File: src/rtl/alu_arbiter.sv
// Round-robin arbiter that shares one nibble-serial ALU between NUM_REQ requesters.
// Optional macro ALU_ARB_LOCK_EN adds req_lock so that a requester can chain operations atomically.
module alu_arbiter #(
    parameter int NUM_REQ = 2,
    parameter int CTRL_W  = 4
) (
    input  logic                  clk,
    input  logic                  rst,
    input  logic [NUM_REQ-1:0]    req,
    input  logic [NUM_REQ*CTRL_W-1:0] req_ctrl,
    input  logic [NUM_REQ*32-1:0] req_w1,
    input  logic [NUM_REQ*32-1:0] req_w2,
    input  logic [NUM_REQ*3-1:0]  req_nibbles,
    input  logic [NUM_REQ-1:0]    req_w2_neg,
    input  logic [NUM_REQ*32-1:0] req_preinit,
`ifdef ALU_ARB_LOCK_EN
    input  logic [NUM_REQ-1:0]    req_lock,
`endif
    output logic [NUM_REQ-1:0]    gnt,
    output logic [NUM_REQ-1:0]    done,
    output logic [31:0]           rsp_result,
    output logic                  arb_busy,
    output logic                  alu_perm_to_count,
    output logic [CTRL_W-1:0]     alu_ctrl,
    output logic [31:0]           alu_w1,
    output logic [31:0]           alu_w2,
    output logic [2:0]            alu_nibbles,
    output logic                  alu_w2_neg,
    output logic [31:0]           alu_preinit,
    input  logic                  alu_busy,
    input  logic [31:0]           alu_result
);

    localparam int IDX_W = (NUM_REQ > 1) ? $clog2(NUM_REQ) : 1;

    typedef enum logic [1:0] {
        IDLE  = 2'd0,
        ISSUE = 2'd1,
        RUN   = 2'd2,
        RESP  = 2'd3
    } state_t;

    state_t           state;
    state_t           next_state;
    logic [IDX_W-1:0] last_winner;
    logic [IDX_W-1:0] cur_idx;
    logic [IDX_W-1:0] rr_idx;
    logic             rr_valid;
    logic [IDX_W-1:0] win_idx;
    logic             win_valid;
    logic             lock_hit;
    logic [NUM_REQ-1:0] gnt_vec;

    function automatic logic [IDX_W-1:0] rr_pos(input logic [IDX_W-1:0] base, input int k);
        int j;
        j = int'(base) + 32'sd1 + k;
        if (j >= NUM_REQ) begin
            j = j - NUM_REQ;
        end else begin
            j = j;
        end
        return IDX_W'(j);
    endfunction

    function automatic logic [NUM_REQ-1:0] idx_onehot(input logic [IDX_W-1:0] idx);
        logic [NUM_REQ-1:0] v;
        v = '0;
        v[idx] = 1'b1;
        return v;
    endfunction

    // Round-robin search starting one past the previous winner
    always_comb begin
        rr_idx   = '0;
        rr_valid = 1'b0;
        for (int k = 0; k < NUM_REQ; k++) begin
            if (!rr_valid && req[rr_pos(last_winner, k)]) begin
                rr_valid = 1'b1;
                rr_idx   = rr_pos(last_winner, k);
            end else begin
                rr_idx   = rr_idx;
            end
        end
    end

`ifdef ALU_ARB_LOCK_EN
    logic locked;
    assign lock_hit = locked && req[cur_idx];
`else
    assign lock_hit = 1'b0;
`endif

    // Winner selection: a held lock overrides round-robin
    always_comb begin
        win_idx   = rr_idx;
        win_valid = rr_valid;
        if (lock_hit) begin
            win_idx   = cur_idx;
            win_valid = 1'b1;
        end else begin
            win_idx   = rr_idx;
            win_valid = rr_valid;
        end
    end

    // Next-state logic; gnt is decoded straight from the IDLE decision
    always_comb begin
        next_state = state;
        gnt_vec    = '0;
        case (state)
            IDLE: begin
                if (win_valid && !rst) begin
                    next_state = ISSUE;
                    gnt_vec    = idx_onehot(win_idx);
                end else begin
                    next_state = IDLE;
                end
            end
            ISSUE: next_state = RUN;
            RUN: begin
                if (!alu_busy) begin
                    next_state = RESP;
                end else begin
                    next_state = RUN;
                end
            end
            RESP:    next_state = IDLE;
            default: next_state = IDLE;
        endcase
    end

    assign gnt = gnt_vec;

    // State, ALU operand latches, response and round-robin pointer
    always_ff @(posedge clk) begin
        if (rst) begin
            state             <= IDLE;
            last_winner       <= IDX_W'(NUM_REQ - 1);
            cur_idx           <= '0;
            done              <= '0;
            rsp_result        <= 32'h0000_0000;
            arb_busy          <= 1'b0;
            alu_perm_to_count <= 1'b0;
            alu_ctrl          <= '0;
            alu_w1            <= 32'h0000_0000;
            alu_w2            <= 32'h0000_0000;
            alu_nibbles       <= 3'd0;
            alu_w2_neg        <= 1'b0;
            alu_preinit       <= 32'h0000_0000;
        end else begin
            state             <= next_state;
            arb_busy          <= (next_state != IDLE);
            alu_perm_to_count <= (next_state == ISSUE) || (next_state == RUN);
            done              <= '0;
            if (state == IDLE && win_valid) begin
                cur_idx     <= win_idx;
                alu_ctrl    <= req_ctrl[win_idx*CTRL_W +: CTRL_W];
                alu_w1      <= req_w1[win_idx*32 +: 32];
                alu_w2      <= req_w2[win_idx*32 +: 32];
                alu_nibbles <= req_nibbles[win_idx*3 +: 3];
                alu_w2_neg  <= req_w2_neg[win_idx];
                alu_preinit <= req_preinit[win_idx*32 +: 32];
                // A locked re-grant leaves the pointer where it was
                if (!lock_hit) begin
                    last_winner <= win_idx;
                end
            end
            if (state == RESP) begin
                rsp_result <= alu_result;
                done       <= idx_onehot(cur_idx);
            end
        end
    end

`ifdef ALU_ARB_LOCK_EN
    // Lock follows the winner's req_lock at grant; dropped when IDLE sees no winner
    always_ff @(posedge clk) begin
        if (rst) begin
            locked <= 1'b0;
        end else if (state == IDLE) begin
            if (win_valid) begin
                locked <= req_lock[win_idx];
            end else begin
                locked <= 1'b0;
            end
        end else begin
            locked <= locked;
        end
    end
`endif

endmodule

File: config.mk
export PLATFORM = sky130hd
export DESIGN_NAME = alu_arbiter
export DESIGN_NICKNAME = d
export VERILOG_FILES = /design/src/rtl/alu_arbiter.sv
export SDC_FILE = /design/constraint.sdc
export NUM_CORES = 1
export LEC_CHECK = 0
export CORE_MARGIN = 8
export CORE_UTILIZATION = 30
export CTS_CLUSTER_SIZE = 40
export DETAILED_ROUTE_END_ITERATION = 12
export PLACE_DENSITY = 0.81
export SLEW_MARGIN = 5
export SYNTH_ARGS = -nofsm -noshare
export SYNTH_HDL_FRONTEND = slang
export SYNTH_SLANG_ARGS = --single-unit
File: constraint.sdc
create_clock -name clk -period 2.2 [get_ports clk]
set_clock_uncertainty 0.2 [all_clocks]
set_input_delay 0.44 -clock clk [delete_from_list [all_inputs] [get_ports clk]]
set_output_delay 0.44 -clock clk [all_outputs]
set_load 0.01 [all_outputs]
Yosys cells after proc, flatten, opt, wreduce, memory -nomap -nowiden
Index checks and enable logic that the tools add are counted.
{ "word_totals": {"n_memories": 0, "reg_bits": 144, "romBits": 0, "ramBits": 0, "inputBits": 245, "latch_bits": 0, "out_inout_bits": 142} }
{ "op_classes": {"div_mod_pow": 0, "n_mul": 1, "eq_ne": 5, "n_mux": 21, "add_sub_neg": 4, "reduce_logical": 11, "shift": 5, "n_lt_le_gt_ge": 8, "bitwise_logic": 1} }
{ "op_table": {"columns": ["cell", "n"], "rows": [
  ["variable part select 64 x 7 -> 32 bit", 3],
  ["two-way mux 1 bit", 16],
  ["less-than comparator 1 x 2 -> 1 bit (second input constant)", 4],
  ["one-hot mux 2 bit (4 select lines)", 1],
  ["variable part select 8 x 4 -> 4 bit", 1],
  ["== test 2 bit (second input constant)", 3],
  ["variable part select 6 x 4 -> 3 bit", 1],
  ["logical AND 1 bit", 5],
  ["== test 2 x 1 -> 1 bit (second input constant)", 2],
  ["two-way mux 2 bit", 2],
  ["adder 2 x 1 -> 3 bit (second input constant)", 1],
  [">= comparator 3 x 2 -> 1 bit (second input constant)", 1],
  ["multiplier 1 x 2 -> 3 bit (second input constant)", 1],
  ["adder 1 x 1 -> 2 bit (second input constant)", 1],
  ["demux 1 bit (select 1 bit)", 2],
  [">= comparator 1 bit (second input constant)", 2],
  [">= comparator 2 bit (second input constant)", 1],
  ["logical NOT 1 bit", 2],
  ["logical NOT 2 bit", 1],
  ["nonzero test 2 bit", 1],
  ["OR reduction 2 bit", 1],
  ["subtractor 1 bit (second input constant)", 2],
  ["logical OR 1 bit", 1],
  ["NOT 1 bit", 1]
]} }

Longest topological paths before layout
Gate-level depths: netlist of run 1.
{ "logic_depth": {"word_depth": 15, "mapped_depth": 7, "ltp_nobuf": 7} }

Worst setup path before layout of run 1
Ideal clock, no wire load.
{ "synth_path": {"path_type": "input port to output port", "from": "input req[0]", "to": "output gnt[1]", "arrival_time_ns": 1.351, "path_stages": 5, "path_slack_ns": 0.209, "path_cell_list": "clkbuf_2 -> a21boi_2 -> clkbuf_1 -> nand2_1 -> nor2_1"} }
{ "synth_via": {"elab_chain_len": 12} }
{ "synth_rtl": {"columns": ["element", "line_no", "text"], "rows": [
  ["from (decl)", "9", "input logic [NUM_REQ-1:0] req,"],
  ["two-way mux 1 bit (not written as such) (2 in a row)", "77", "if (!rr_valid && req[rr_pos(last_winner, k)]) begin"],
  ["two-way mux 1 bit", "77", null],
  ["logical NOT 1 bit", "77", null],
  ["logical AND 1 bit", "77", null],
  ["two-way mux 1 bit", "77", null],
  ["less-than comparator 1 x 2 -> 1 bit (not written as such) / >= comparator 1 bit (equally long branches)", "68", "v[idx] = 1'b1;"],
  ["logical AND 1 bit (not written as such)", "68", null],
  ["two-way mux 1 bit (not written as such)", "68", null],
  ["demux 1 bit (select 1 bit)", "68", null],
  ["two-way mux 2 bit *", "112", "if (win_valid && !rst) begin"],
  ["two-way mux 2 bit *", "110", "case (state)"],
  ["to (decl)", "19", "output logic [NUM_REQ-1:0] gnt,"]
]} }
Every way passes the cells marked *; elsewhere a longest branch is shown, timed or not. The select of a mux whose other input is x is not followed.

Worst setup path in the final report of run 1
{ "layout_path": {"from": "register state[0]", "to": "output gnt[0]"} }
{ "layout_via": {"elab_chain_len": 2} }
{ "layout_rtl": {"columns": ["element", "line_no", "text"], "rows": [
  ["from (decl)", "43", "state_t state;"],
  ["from (signal assigned)", "151", "state <= next_state;"],
  ["logical NOT 2 bit", "110", null],
  ["two-way mux 2 bit", "110", null]
]} }
No other way between the ends.

==> results.yml, run 1 <==
worst_setup_path:
  critPathLaunchType: "flip-flop"
  critPathMaxFanout: 3
  endpoint_kind: "primary output"
  crit_required_ns: 1.56
  worst-endpoint-arrival_ns: 1.46
  setup.worst_path.class: "flip-flop to primary output"
yosys:
  yosys_warnings: 0
  yosys.area_share.simple_pct: 16.2
  ys_top_cells_by_area: "sky130_fd_sc_hd__dfxtp_1, sky130_fd_sc_hd__a211oi_1, sky130_fd_sc_hd__a21oi_1"
  yosysMostFrequentCell: "sky130_fd_sc_hd__dfxtp_1"
  netlist-cell-type-count: 24
  main_combinational_cell_family_by_area_after_synthesis: "compound AO/OA/AOI/OAI gates"
  synth_seq_cells: 144
  synth_fa_ha_area_share_pct: 1.06
  synthFlopType: "sky130_fd_sc_hd__dfxtp_1"
  syn_nets: 970
  area_share_of_the_largest_cell_type_after_synthesis_pct: 48.7
  post_synth_most_frequent_cells: "sky130_fd_sc_hd__dfxtp_1, sky130_fd_sc_hd__nor2_1, sky130_fd_sc_hd__a21oi_1, sky130_fd_sc_hd__nand2_1, sky130_fd_sc_hd__a211oi_1"
  yosys.area_share.xor_xnor_pct: 0
  syn_avg_cell_area_um2: 8.22
  synth_async_sr_flop_share_pct: 0
  synth.cell_area_um2: 5920
  synthMuxAreaShare_pct: 5.41
  synth_cells: 720
  number_of_enable_flip_flop_cells_after_synthesis: 0
  post_synth_top_area_cell: "sky130_fd_sc_hd__dfxtp_1"
  synth_compound_area_share_pct: 23.2
  synth.yosys.seq_area_share_pct: 48.7
floorplanning:
  floorplan.die.height_um: 156
  die_area_um2: 24500
  die_w_um: 156
  core_region_area_um2: 19400
  num_rows: 51
  initial_core_util_pct: 30.5
  floorplan.io_pins: 387
clock_tree:
  cts.reportedPaths.clkPinSlew_ns: 0.07
  tritoncts: "built"
  clockRootBuffer: "sky130_fd_sc_hd__clkbuf_16"
  cts_max_level: 4
  post_cts_resize_count: 8
  clock_sink_count: 144
  worstSkewPairLatency_ns: 0.41
  cts.hold.buffers_added: 0
  cts_post_setup_buffers_inserted: 0
  cts_buf_count: 17
  cts.path.max_buffers: 2
detailed_routing:
  via_count_of_the_routed_design: 6588
  antenna_violating_nets_post_route: 0
  drtIter0Drc: 406
  drt_pass1_iterations: 6
  vias_per_instance: 4.86
  wirelength_mm: 24.7
  remaining_drc_errors: 0
  routed_wire_length_per_instance_um: 18.2
final_layout:
  synth_to_final_area_change_pct: 79.8
  final_util_pct: 54.8
  footprint_of_the_multi_input_gates_um2: 2760
  final_net_count: 1328
  fillerInstances: 1807
  fraction_of_final_layout_cells_sized_beyond_drive_strength_1_pct: 5.68
  post-route-cell-area_um2: 10600
  antenna_cells_inserted: 0
  area.sequential_um2: 2880
power:
  power_density_nw_per_um2: 834
  static_leakage_power_uw: 0.00409
  ir_worst_vdd_v: 0.000492
sta:
  slew_headroom_pct: 55.5
  setup-violations-final: 0
  final_max_slew_viol_count: 0
  final.period_utilization_pct: 95.7
  rsz_0062_raised_after_global_routing: "no"
  max_slew.worst_pin.slew_ns: 0.667
  finalHoldViolCount: 0
  final.min_clock_period_ns: 2.10
  clock.fmax_ghz: 0.475
global_route:
  grt_start_max_net_pins: 62
  vias_in_the_first_global_route: 6539
  grt_pass1_wl_mm: 36.9
  antenna_found_initial: 0
  globalRouteOverflowTotal: 0
  global_route.usage.total_pct: 19.3
placement:
  place.gp.congestion: 0.869
  detailedPlacementHpwl_mm: 18.2
  instance_area_after_placement_um2: 10100
  port_buffers: 386
outcome:
  run_status: "finished clean"
flow_run:
  drv_cap: 0
hold_path:
  worst_hold_path_type: "input port to flip-flop"
-- kinds of logic (layout without fill, tap and decap cells) --
logic type | count (synthesis) | after routing
fa+ha+maj | 5 | 5
mux | 32 | 32
buf+inv | 69 | 440
flops | 144 | 144
compound gates | 218 | 218
simple gates | 252 | 252
-- critical path: stages (launching register included) --
cell and delay, ns:
sky130_fd_sc_hd__dfxtp_1 0.32, sky130_fd_sc_hd__inv_2 0.09, sky130_fd_sc_hd__ha_4 0.17, sky130_fd_sc_hd__o21ai_4 0.06, sky130_fd_sc_hd__nor3_1 0.17, sky130_fd_sc_hd__clkdlybuf4s15_2 0.25
-- routing by layer --
| layer | share of wire (%) | track usage (%) |
|---|---|---|
| met1 | 38 | 21.7 |
| met3 | 9.8 | 6.98 |
| met5 | 0 | 0 |
| met4 | 2.8 | 7.96 |
| met2 | 49 | 32.5 |
-- sequential cells by signal, indices dropped and copies added (netlist names) --
signal / flops
alu_ctrl: 4
alu_nibbles: 3
alu_perm_to_count: 1
alu_preinit: 32
alu_w1: 32
alu_w2: 32
alu_w2_neg: 1
arb_busy: 1
cur_idx: 1
done: 2
last_winner: 1
rsp_result: 32
state: 2
-- cells in the final DEF, fill, tap and decap left out, types with 2 or more instances in the layout --
| master | Yosys | routed |
|---|---|---|
| sky130_fd_sc_hd__buf_12 | 0 | 6 |
| sky130_fd_sc_hd__inv_6 | 0 | 7 |
| sky130_fd_sc_hd__mux2i_1 | 32 | 32 |
| sky130_fd_sc_hd__clkbuf_16 | 0 | 17 |
| sky130_fd_sc_hd__dfxtp_1 | 144 | 144 |
| sky130_fd_sc_hd__dlygate4sd2_1 | 0 | 3 |
| sky130_fd_sc_hd__inv_8 | 0 | 3 |
| sky130_fd_sc_hd__clkinv_2 | 0 | 3 |
| sky130_fd_sc_hd__nand2_1 | 107 | 107 |
| sky130_fd_sc_hd__a211oi_1 | 104 | 104 |
| sky130_fd_sc_hd__nor2_1 | 140 | 140 |
| sky130_fd_sc_hd__a21oi_1 | 107 | 107 |
| sky130_fd_sc_hd__ha_1 | 5 | 3 |
| sky130_fd_sc_hd__inv_2 | 0 | 2 |
| sky130_fd_sc_hd__buf_4 | 6 | 14 |
| sky130_fd_sc_hd__clkdlybuf4s50_1 | 0 | 381 |
-- final cells by class --
type	count	area share, %
well taps	265	3.12
inverters	3	0.106
repair buffers	405	38.3
multi-input cells	507	26.0
clock inverters	15	1.39
clock buffers	17	4.00
flip-flops and latches	144	27.1
-- power breakdown --
part           leakage [uW]  switching, uW  internal [uW]  total [uW]
Sequential          0.00119            199           2990        3190
Combinational       0.00261           1320           1500        2820
Clock              0.000285           1260           1600        2860
Total               0.00409           2780           6090        8870
-- worst paths after layout --
| check | to | from | slack [ns] | cells after the start |
|---|---|---|---|---|
| worst max-delay path | gnt[0] | state[0] | 0.1 | 5 |
| worst max register to register | alu_w1[13] | state[1] | 0.26 | 7 |
| worst min-delay path | rsp_result[25] | rst | 0.06 | 2 |
| worst min register to register | done[0] | cur_idx | 0.25 | 1 |
-- metrics by stage --
stage / TNS (ns) / std cells / hold WS [ns] / total power [uW] / setup slack, ns
after CTS: 0 / 1356 / 0.0426 / 8970 / 0.000459
after global placement: -23.25 / 1324 / 0.225 / 6020 / -0.386
after floorplan: 0 / 720 / 0.214 / 4490 / 0.209
after global routing: 0 / 1356 / 0.0494 / 9360 / 0.0215
final: 0 / 1356 / 0.0638 / 8870 / 0.0954
after detailed placement: -26.32 / 1324 / 0.236 / 6080 / -0.420
No activity file was read; power rests on OpenSTA's default activity.
==> run 2, diff against run 1 <==
--- a/config.mk
+++ b/config.mk
@@ -5,11 +5,12 @@
 export SDC_FILE = /design/constraint.sdc
 export NUM_CORES = 1
 export LEC_CHECK = 0
-export CORE_MARGIN = 8
-export CORE_UTILIZATION = 30
-export CTS_CLUSTER_SIZE = 40
+export CORE_AREA = 8 8 145 147
+export CTS_CLUSTER_SIZE = 30
 export DETAILED_ROUTE_END_ITERATION = 12
-export PLACE_DENSITY = 0.81
+export DIE_AREA = 0 0 153 155
+export PLACE_DENSITY = 0.84
+export SKIP_LAST_GASP = 1
 export SLEW_MARGIN = 5
 export SYNTH_ARGS = -nofsm -noshare
 export SYNTH_HDL_FRONTEND = slang
==> results.yml, run 2 (synthesized netlist as in run 1, its figures left out) <==
outcome:
  run_status: "finished clean"
final_layout:
  synth_to_final_area_change_pct: 81.6
  layout.cells.most_common: "sky130_fd_sc_hd__clkdlybuf4s50_1"
  final_net_count: 1333
  fraction_of_final_layout_cells_sized_beyond_drive_strength_1_pct: 6.02
  antenna_cells_inserted: 0
  layout_common_cells: "sky130_fd_sc_hd__clkdlybuf4s50_1, sky130_fd_sc_hd__dfxtp_1, sky130_fd_sc_hd__nor2_1"
  final_util_pct: 56.7
floorplanning:
  num_rows: 51
  initial_core_util_pct: 31.2
  die_w_um: 153
  die_area_um2: 23700
  floorplan.die.height_um: 155
  core_region_area_um2: 19000
  floorplan.io_pins: 387
sta:
  finalHoldViolCount: 0
  final.min_clock_period_ns: 2.12
  fin_tns_setup_ns: 0
  final.period_utilization_pct: 96.4
  slew_headroom_pct: 39.7
  setup-violations-final: 0
  final_max_slew_viol_count: 0
  max_slew.worst_pin.slew_ns: 0.905
  clock.fmax_ghz: 0.471
  rsz_0062_raised_after_global_routing: "no"
worst_setup_path:
  endpoint_kind: "primary output"
  crit_required_ns: 1.56
  critPathMaxFanout: 4
  setup.worst_path.class: "input port to primary output"
  worst_path_cell_with_the_longest_stage_delay: "sky130_fd_sc_hd__clkdlybuf4s50_1"
  cpPeakStageDelay_ns: 0.50
  crit_chain: "clkdlybuf4s50_1 > a21boi_4 > nand2_1 > nor2_1 > buf_2"
  critPathLaunchType: "input port"
  worst-endpoint-arrival_ns: 1.48
global_route:
  grt_start_max_net_pins: 80
  vias_in_the_first_global_route: 6711
  antenna_found_initial: 0
  global_route.usage.total_pct: 19.4
  grt_pass1_wl_mm: 36.9
  globalRouteOverflowTotal: 0
power:
  ir_worst_vdd_v: 0.000475
  power_density_nw_per_um2: 854
  static_leakage_power_uw: 0.00415
detailed_routing:
  routed_wire_length_per_instance_um: 18.1
  drt_pass1_iterations: 4
  drtIter0Drc: 272
  antenna_violating_nets_post_route: 0
  remaining_drc_errors: 0
  wirelength_mm: 24.1
  via_count_of_the_routed_design: 6563
  vias_per_instance: 4.92
clock_tree:
  clockRootBuffer: "sky130_fd_sc_hd__clkbuf_16"
  tritoncts: "built"
  clock_sink_count: 144
  cts_max_level: 4
  cts.reportedPaths.clkPinSlew_ns: 0.06
  cts.hold.buffers_added: 0
  worstSkewPairLatency_ns: 0.40
  cts_buf_count: 17
  cts.path.max_buffers: 2
placement:
  detailedPlacementHpwl_mm: 18.0
  port_buffers: 386
  place.gp.congestion: 0.844
hold_path:
  worst_hold_path_type: "input port to flip-flop"
flow_run:
  drv_cap: 0
-- run 2: changes by cell type in the layout (fill, tap and decap cells not counted), sizes merged --
cell,previous run,this run
buf,20,27
inv,13,12
clkbuf,17,18
bufinv,1,3
clkdlybuf4s50,381,382
clkdlybuf4s15,1,0
clkinv,3,1
dlygate4sd2,3,1
-- run 2: stage by stage --
stage / instance area, um^2 / instances / power (uW) / hold slack [ns] / setup WS [ns]
after floorplan: 5920 / 720 / 4490 / 0.214 / 0.209
after global placement: 10100 / 1302 / 6070 / 0.225 / -0.350
after global routing: 10700 / 1334 / 9670 / 0.187 / 0.0170
after CTS: 10700 / 1334 / 9290 / 0.173 / 0.0718
after detailed placement: 10100 / 1302 / 6130 / 0.237 / -0.397
final: 10700 / 1334 / 9170 / 0.195 / 0.0789
-- run 2: final cells by class --
class,instances,area (um^2)
Clock buffer,18,439
Clock inverter,14,193
Fill cell,1646,8210
Inverter,3,11.3
Multi-Input combinational cell,507,2760
Sequential cell,144,2880
Tap cell,238,298
Timing Repair Buffer,410,4160
-- run 2: critical path, delay by kind of cell --
kind	cells	cell delay [ns]
compound gates	1	0.23
buf+inv	2	0.64
simple gates	2	0.17
-- run 2: worst paths after layout --
| check | cells past startpoint | slack, ns | end | startpoint |
|---|---|---|---|---|
| setup / recovery | 5 | 0.08 | gnt[1] | req[1] |
| hold / removal | 3 | 0.20 | state[1] | rst |
| hold reg to reg | 1 | 0.25 | done[0] | cur_idx |
| setup reg to reg | 7 | 0.34 | alu_w2[2] | state[1] |
-- run 2: report_power, final --
group / leakage [uW] / internal (uW) / switching (uW) / total (uW)
logic: 0.00265 / 1540 / 1340 / 2880
clock network: 0.000309 / 1870 / 1240 / 3100
registers: 0.00119 / 2990 / 200 / 3190
total: 0.00415 / 6400 / 2770 / 9170
-- run 2: what timing repair did --
| action | CTS | global route |
|---|---|---|
| resized for setup | 11 | 1 |
| endpoints found under the setup margin | 2 | 31 |
| setup buffers | 0 | 0 |
-- run 2: per-layer routing --
metal,part of all wire (%),vias to the layer above,GRT usage (%)
met4,2.5,0,6.93
met3,7.2,35,5.71
met5,0,-,0
met2,50,270,34.5
met1,40,3055,21.8
li1,-,3203,-
